==> src/rtl/sdram_pkg.sv <==
// Shared SDRAM definitions: command encodings, init sequencer states and the
// mode-register word builder used by the init and future access controllers.
package sdram_pkg;

  // {cs_n, ras_n, cas_n, we_n}
  typedef logic [3:0] sdram_cmd_t;

  localparam sdram_cmd_t CMD_NOP       = 4'b0111;
  localparam sdram_cmd_t CMD_ACTIVE    = 4'b0011;
  localparam sdram_cmd_t CMD_READ      = 4'b0101;
  localparam sdram_cmd_t CMD_WRITE     = 4'b0100;
  localparam sdram_cmd_t CMD_PRECHARGE = 4'b0010;
  localparam sdram_cmd_t CMD_AREF      = 4'b0001;
  localparam sdram_cmd_t CMD_LMR       = 4'b0000;

  typedef enum logic [2:0] {
    ST_WAIT_PWR,
    ST_PRECHARGE,
    ST_WAIT_TRP,
    ST_AREF,
    ST_WAIT_TRFC,
    ST_MRS,
    ST_WAIT_TMRD,
    ST_DONE
  } init_state_e;

  localparam int MODE_W = 10;

  function automatic logic [MODE_W-1:0] mode_word(
    input logic [2:0] cas_lat,
    input logic [2:0] burst_len,
    input logic       burst_type,
    input logic       wr_burst
  );
    return {wr_burst, 2'b00, cas_lat, burst_type, burst_len};
  endfunction

endpackage

==> src/rtl/sdram_wait_counter.sv <==
// Loadable down-counter; o_done is high during the final cycle of a loaded wait,
// so a controller can change state on the same edge the wait expires.
module sdram_wait_counter #(
  parameter int W = 16
) (
  input  logic         clk,
  input  logic         rst_n,
  input  logic         i_load,
  input  logic [W-1:0] i_load_val,
  output logic         o_done
);

  logic [W-1:0] r_cnt;

  // NOTE: sequential state uses non-blocking assignments so every flop samples
  // pre-edge values regardless of evaluation order.
  always_ff @(posedge clk or negedge rst_n) begin
    if (!rst_n) begin
      r_cnt <= '0;
    end else if (i_load) begin
      r_cnt <= i_load_val;
    end else if (r_cnt != '0) begin
      r_cnt <= r_cnt - 1'b1;
    end
  end

  assign o_done = (r_cnt == W'(1));

endmodule

==> src/rtl/sdram_init_ctrl.sv <==
// SDRAM power-up initialisation sequencer: power wait, PRECHARGE ALL,
// AREF_NUM x AUTO REFRESH, LOAD MODE, then holds init_end_flag in DONE.
module sdram_init_ctrl
  import sdram_pkg::*;
#(
  parameter int         ADDR_W     = 13,
  parameter int         BA_W       = 2,
  parameter int         T_PWR_CYC  = 20000,
  parameter int         T_RP_CYC   = 2,
  parameter int         T_RFC_CYC  = 7,
  parameter int         T_MRD_CYC  = 2,
  parameter int         AREF_NUM   = 8,
  parameter int         CAS_LAT    = 3,
  parameter logic [2:0] BURST_LEN  = 3'b111,
  parameter logic       BURST_TYPE = 1'b0,
  parameter logic       WR_BURST   = 1'b0
) (
  input  logic              sysclk_100M,
  input  logic              rst_n,
  input  logic              reinit_req,
  output logic              sdram_cke,
  output logic              sdram_cs_n,
  output logic              sdram_ras_n,
  output logic              sdram_cas_n,
  output logic              sdram_we_n,
  output logic [BA_W-1:0]   sdram_ba,
  output logic [ADDR_W-1:0] sdram_addr,
  output logic              init_end_flag
);

  localparam int CNT_W = $clog2(T_PWR_CYC + 1);
  localparam int ARF_W = $clog2(AREF_NUM + 1);

  init_state_e       r_state;
  init_state_e       w_next_state;
  logic              r_cke;
  sdram_cmd_t        r_cmd;
  logic [BA_W-1:0]   r_ba;
  logic [ADDR_W-1:0] r_addr;
  logic              r_init_end;
  logic [ARF_W-1:0]  r_aref_cnt;

  logic              w_wait_done;
  logic              w_cnt_load;
  logic [CNT_W-1:0]  w_cnt_val;
  logic              w_aref_more;
  sdram_cmd_t        w_cmd;
  logic [ADDR_W-1:0] w_addr;
  logic [MODE_W-1:0] w_mode;

  assign w_mode      = mode_word(3'(CAS_LAT), BURST_LEN, BURST_TYPE, WR_BURST);
  assign w_aref_more = (r_aref_cnt < ARF_W'(AREF_NUM));

  // NOTE: every signal driven in always_comb gets a default first, so no path
  // through the case can leave it unassigned and infer a latch.
  always_comb begin
    w_next_state = r_state;
    case (r_state)
      ST_WAIT_PWR:  if (w_wait_done) w_next_state = ST_PRECHARGE;
      ST_PRECHARGE: w_next_state = (T_RP_CYC > 1) ? ST_WAIT_TRP : ST_AREF;
      ST_WAIT_TRP:  if (w_wait_done) w_next_state = ST_AREF;
      ST_AREF: begin
        if (T_RFC_CYC > 1) w_next_state = ST_WAIT_TRFC;
        else               w_next_state = w_aref_more ? ST_AREF : ST_MRS;
      end
      ST_WAIT_TRFC: if (w_wait_done) w_next_state = w_aref_more ? ST_AREF : ST_MRS;
      ST_MRS:       w_next_state = (T_MRD_CYC > 1) ? ST_WAIT_TMRD : ST_DONE;
      ST_WAIT_TMRD: if (w_wait_done) w_next_state = ST_DONE;
      ST_DONE:      if (reinit_req) w_next_state = ST_PRECHARGE;
      default:      w_next_state = ST_WAIT_PWR;
    endcase
  end

  // The first clock after reset (cke still low) arms the power-up wait; after
  // that the counter is reloaded with the new state's length on every change.
  always_comb begin
    w_cnt_load = 1'b0;
    w_cnt_val  = '0;
    if (!r_cke) begin
      w_cnt_load = 1'b1;
      w_cnt_val  = CNT_W'(T_PWR_CYC);
    end else if (w_next_state != r_state) begin
      w_cnt_load = 1'b1;
      case (w_next_state)
        ST_WAIT_PWR:  w_cnt_val = CNT_W'(T_PWR_CYC);
        ST_WAIT_TRP:  w_cnt_val = CNT_W'(T_RP_CYC - 1);
        ST_WAIT_TRFC: w_cnt_val = CNT_W'(T_RFC_CYC - 1);
        ST_WAIT_TMRD: w_cnt_val = CNT_W'(T_MRD_CYC - 1);
        default:      w_cnt_val = '0;
      endcase
    end
  end

  sdram_wait_counter #(
    .W (CNT_W)
  ) u_wait_cnt (
    .clk        (sysclk_100M),
    .rst_n      (rst_n),
    .i_load     (w_cnt_load),
    .i_load_val (w_cnt_val),
    .o_done     (w_wait_done)
  );

  // Outputs are decoded from the next state so the registered bus matches r_state.
  always_comb begin
    w_cmd  = CMD_NOP;
    w_addr = '0;
    case (w_next_state)
      ST_PRECHARGE: begin
        w_cmd      = CMD_PRECHARGE;
        w_addr[10] = 1'b1;
      end
      ST_AREF: w_cmd = CMD_AREF;
      ST_MRS: begin
        w_cmd  = CMD_LMR;
        w_addr = ADDR_W'(w_mode);
      end
      default: begin
        w_cmd  = CMD_NOP;
        w_addr = '0;
      end
    endcase
  end

  always_ff @(posedge sysclk_100M or negedge rst_n) begin
    if (!rst_n) begin
      r_state    <= ST_WAIT_PWR;
      r_cke      <= 1'b0;
      r_cmd      <= CMD_NOP;
      r_ba       <= '0;
      r_addr     <= '0;
      r_init_end <= 1'b0;
      r_aref_cnt <= '0;
    end else begin
      r_state    <= w_next_state;
      r_cke      <= 1'b1;
      r_cmd      <= w_cmd;
      r_ba       <= '0;
      r_addr     <= w_addr;
      r_init_end <= (w_next_state == ST_DONE);
      if (w_next_state == ST_PRECHARGE) begin
        r_aref_cnt <= '0;
      end else if (w_next_state == ST_AREF && w_aref_more) begin
        r_aref_cnt <= r_aref_cnt + 1'b1;
      end
    end
  end

  assign sdram_cke     = r_cke;
  assign sdram_cs_n    = r_cmd[3];
  assign sdram_ras_n   = r_cmd[2];
  assign sdram_cas_n   = r_cmd[1];
  assign sdram_we_n    = r_cmd[0];
  assign sdram_ba      = r_ba;
  assign sdram_addr    = r_addr;
  assign init_end_flag = r_init_end;

endmodule

==> config.mk <==
export PLATFORM = sky130hd
export DESIGN_NAME = sdram_init_ctrl
export DESIGN_NICKNAME = d
export VERILOG_FILES = /design/src/rtl/sdram_pkg.sv /design/src/rtl/sdram_wait_counter.sv /design/src/rtl/sdram_init_ctrl.sv
export SDC_FILE = /design/constraint.sdc
export NUM_CORES = 1
export LEC_CHECK = 0
export BUFFER_PORTS_ARGS = -buffer_cell sky130_fd_sc_hd__clkbuf_2
export CORE_ASPECT_RATIO = 1.1
export CORE_MARGIN = 4
export CORE_UTILIZATION = 35
export DETAILED_ROUTE_END_ITERATION = 12
export PLACE_DENSITY = 0.62
export SETUP_SLACK_MARGIN = 0.4
export SKIP_LAST_GASP = 1
export SLEW_MARGIN = 20
export SYNTH_ARGS = -nofsm -noshare
export SYNTH_HDL_FRONTEND = slang
export SYNTH_SLANG_ARGS = --single-unit
==> constraint.sdc <==
create_clock -name sysclk_100M -period 2.2 [get_ports sysclk_100M]
set_input_delay 0.33 -clock sysclk_100M [delete_from_list [all_inputs] [get_ports sysclk_100M]]
set_output_delay 0.33 -clock sysclk_100M [all_outputs]
set_load 0.05 [all_outputs]
==> results.cfg <==
[clock_tree]
path_clk_slew_ns = 0.06
postCtsHoldBufs = 0
clock-root-buffer = clkbuf_8
clockBufferDepth = 2
cts_sinks = 29
cts_tree = done
clkLatencyLatePin_ns = 0.28
htree_levels = 2
cts_buffers = 5

[timing]
final_max_slew_viol_count = 0
period_needed_ns = 1.941
max_slew_margin_pct = 50.89
rsz0062_at_grt = yes
finClkSkew_ns = 0.004298
fmax_mhz = 515.2
fin_tns_setup_ns = 0
fin_crit_sh_pct = 88.23
tightest_slew_ns = 0.7366
finalSetupViolations = 0
layout_setup_ws_ns = 0.2590
hold_viol = 0

[yosys]
synth-seq-cells = 29
synth_flop_cell = dfrtp_1
synth_compound_area_share_pct = 10.02
synth_warnings = 0
synthSimpleGateAreaFrac_pct = 24.56
avgSynthCellArea_um2 = 10.35
synth.distinct_cells = 47
synth_mux_area_share_pct = 1.224
synth_edf_count = 0
yosysSeqAreaShare_pct = 44.61
async_flop_share_pct = 100.0
yosys.area_share.adder_pct = 3.060
syn_inst = 158
syn_area_um2 = 1635
synth_xor_area_share_pct = 7.498
synth_top_family_by_area = simple AND/OR/NAND/NOR gates

[critical_path]
path_class = register to register
required_ns = 2.41
cp-start-kind = register
worstPathMaxFanout = 6
cp.arrival_ns = 2.15
cp-end-kind = register

[placement]
hpwl_um = 2097
port-buffer-count = 13
gp_congestion = 0.7626
dp_slack_ns = 0.1037

[pwr]
switching_share_pct = 29.50
leakage_nw = 0.8911
internal_power_mw = 0.9728
powerDensity_nw_per_um2 = 674.1
combinationalPowerShare_pct = 19.9
vdd_drop_max_mv = 0.2353
seqPwrFrac_pct = 45.1
p_switching_mw = 0.4070
p_clk_share_pct = 35.0
totalPowerFinal_mw = 1.380

[drt]
avgViaCountPerCell = 4.934
drc_errors = 0
drtAntennaViolNets = 0
dr.pass1.iters = 4
routed_wl_um = 3345
wl_per_cell_um = 13.71
via_count = 1204
drtIter0Drc = 40

[status]
status = finished clean

[global_route]
antenna_found_initial = 0
grt_pass1_wl_um = 5526
grt_usage_pct = 12.36
grt_pass1_vias = 1143
grt_max_degree = 30
grt_overflow = 0

[floorplan]
start_util_pct = 37.08
io_pins = 24
die_h_um = 79.69
coreArea_um2 = 4410
dieArea_um2 = 5831
rows = 25
die_x_um = 73.18

[worst_hold_path]
holdCritPathClass = primary input to asynchronous set/reset pin

[cells_and_area]
drive_above_1_share_pct = 41.05
synthToLayoutAreaGrowth_pct = 25.17
finish.net_count = 196
diodes = 0
fin_util_pct = 46.41

[run]
max_cap_violations = 0
[power by group through the flow]
stage / sequential (mW) / clock [mW] / combinational, mW
floorplan: 0.621 / 0 / 0.174
global placement: 0.629 / 0 / 0.206
detailed placement: 0.627 / 0 / 0.208
CTS: 0.622 / 0.495 / 0.242
global route: 0.627 / 0.523 / 0.300
finish: 0.623 / 0.483 / 0.274
[final timing paths]
kind / cells after the start / end / startpoint / slack (ns)
setup / recovery: 7 / u_wait_cnt.r_cnt[1] / u_wait_cnt.r_cnt[6] / 0.26
hold reg to reg: 2 / r_aref_cnt[1] / r_aref_cnt[1] / 0.55
setup reg to reg: 7 / u_wait_cnt.r_cnt[1] / u_wait_cnt.r_cnt[6] / 0.26
min in group sysclk_100M: 3 / sdram_addr[10] / reinit_req / 0.48
max in group asynchronous: 1 / u_wait_cnt.r_cnt[3] / rst_n / 1.58
hold / removal: 1 / u_wait_cnt.r_cnt[7] / rst_n / 0.10
[through the flow]
stage / std cells / area (µm²) / hold WS [ns]
after floorplan: 167 / 1678 / 0.03441
after global placement: 217 / 1700 / 0.4267
after detailed placement: 217 / 1700 / 0.4310
after CTS: 235 / 1932 / 0.1386
after global routing: 244 / 2047 / 0.1663
final: 244 / 2047 / 0.1015
[cells by family (layout without fill, tap and decap cells)]
group                    Yosys count  in the layout
buffers and inverters             23             46
multiplexers                       2              2
flip-flops                        29             29
other                              2             11
AO/OA/AOI/OAI                     21             21
AND/OR/NAND/NOR                   63             63
adder cells (fa/ha/maj)            4              4
XOR/XNOR                          14             14
[area by class of cell]
type,count,area (µm²)
Fill cell,395,2364
Multi-Input combinational cell,115,899.6
Sequential cell,29,735.7
Timing Repair Buffer,34,227.7
Clock buffer,7,96.34
Tap cell,54,67.56
Inverter,4,15.01
Clock inverter,1,5.005
[critical path, cell delays in order (launching register included)]
cell,delay (ns)
dfrtp_2,0.44
nor4_4,0.39
buf_4,0.20
nand4_1,0.15
buf_6,0.20
and2_0,0.14
o22ai_1,0.15
o311a_1,0.19
[registers in the layout (all words and copies together) (netlist names)]
name and flops:
r_aref_cnt 4, sdram_cke 1, u_wait_cnt.r_cnt 15, sdram_addr 2, r_cmd 3, r_state 3
init_end_flag 1
[what timing repair did]
action                     CTS  global route
setup endpoints to repair   24            25
gates cloned                 0             1
buffers inserted            10             8
resized for setup           16            12
pin swaps                    8            13
[layer usage]
layer / routed length [µm] / global-route usage, % / vias up / share of wire, %
li1: - / - / 580 / -
met3: 137 / 3.652 / 4 / 4.1
met2: 1683 / 19.32 / 25 / 50
met1: 1461 / 15.57 / 595 / 44
met5: 0 / 0 / - / 0
met4: 62 / 5.535 / 0 / 1.9
[cell usage after synthesis (4+ instances only)]
cell type | instances | area [µm²]
dfrtp_1 | 26 | 650.6
nand2_1 | 10 | 37.54
nor2_1 | 21 | 78.83
nand4_1 | 4 | 25.02
nand3_1 | 5 | 25.02
o21ai_0 | 7 | 35.03
xnor2_1 | 4 | 35.03
inv_1 | 4 | 15.01
ha_1 | 4 | 50.05
xor2_1 | 10 | 87.58
buf_4 | 14 | 105.1
[layout by cell type (no fill, tap or decap), types with 2 or more instances in the layout]
cell       n
xnor2_1    3
nand4_1    4
and3_1     3
dfrtp_1   21
buf_4     18
dfstp_2    3
mux2i_1    2
nor2_2     3
nor4_4     3
o22ai_1    2
inv_1      3
buf_6      2
nor2_1    18
ha_1       3
dfrtp_2    5
clkbuf_8   7
conb_1    11
or4_4      2
o21ai_1    2
nand3_2    2
xor2_1    10
nand2_1    9
nor4b_4    2
a21oi_2    2
nand3_1    4
o21ai_0    5
clkbuf_2  13
(Power assumes the default switching activity.)
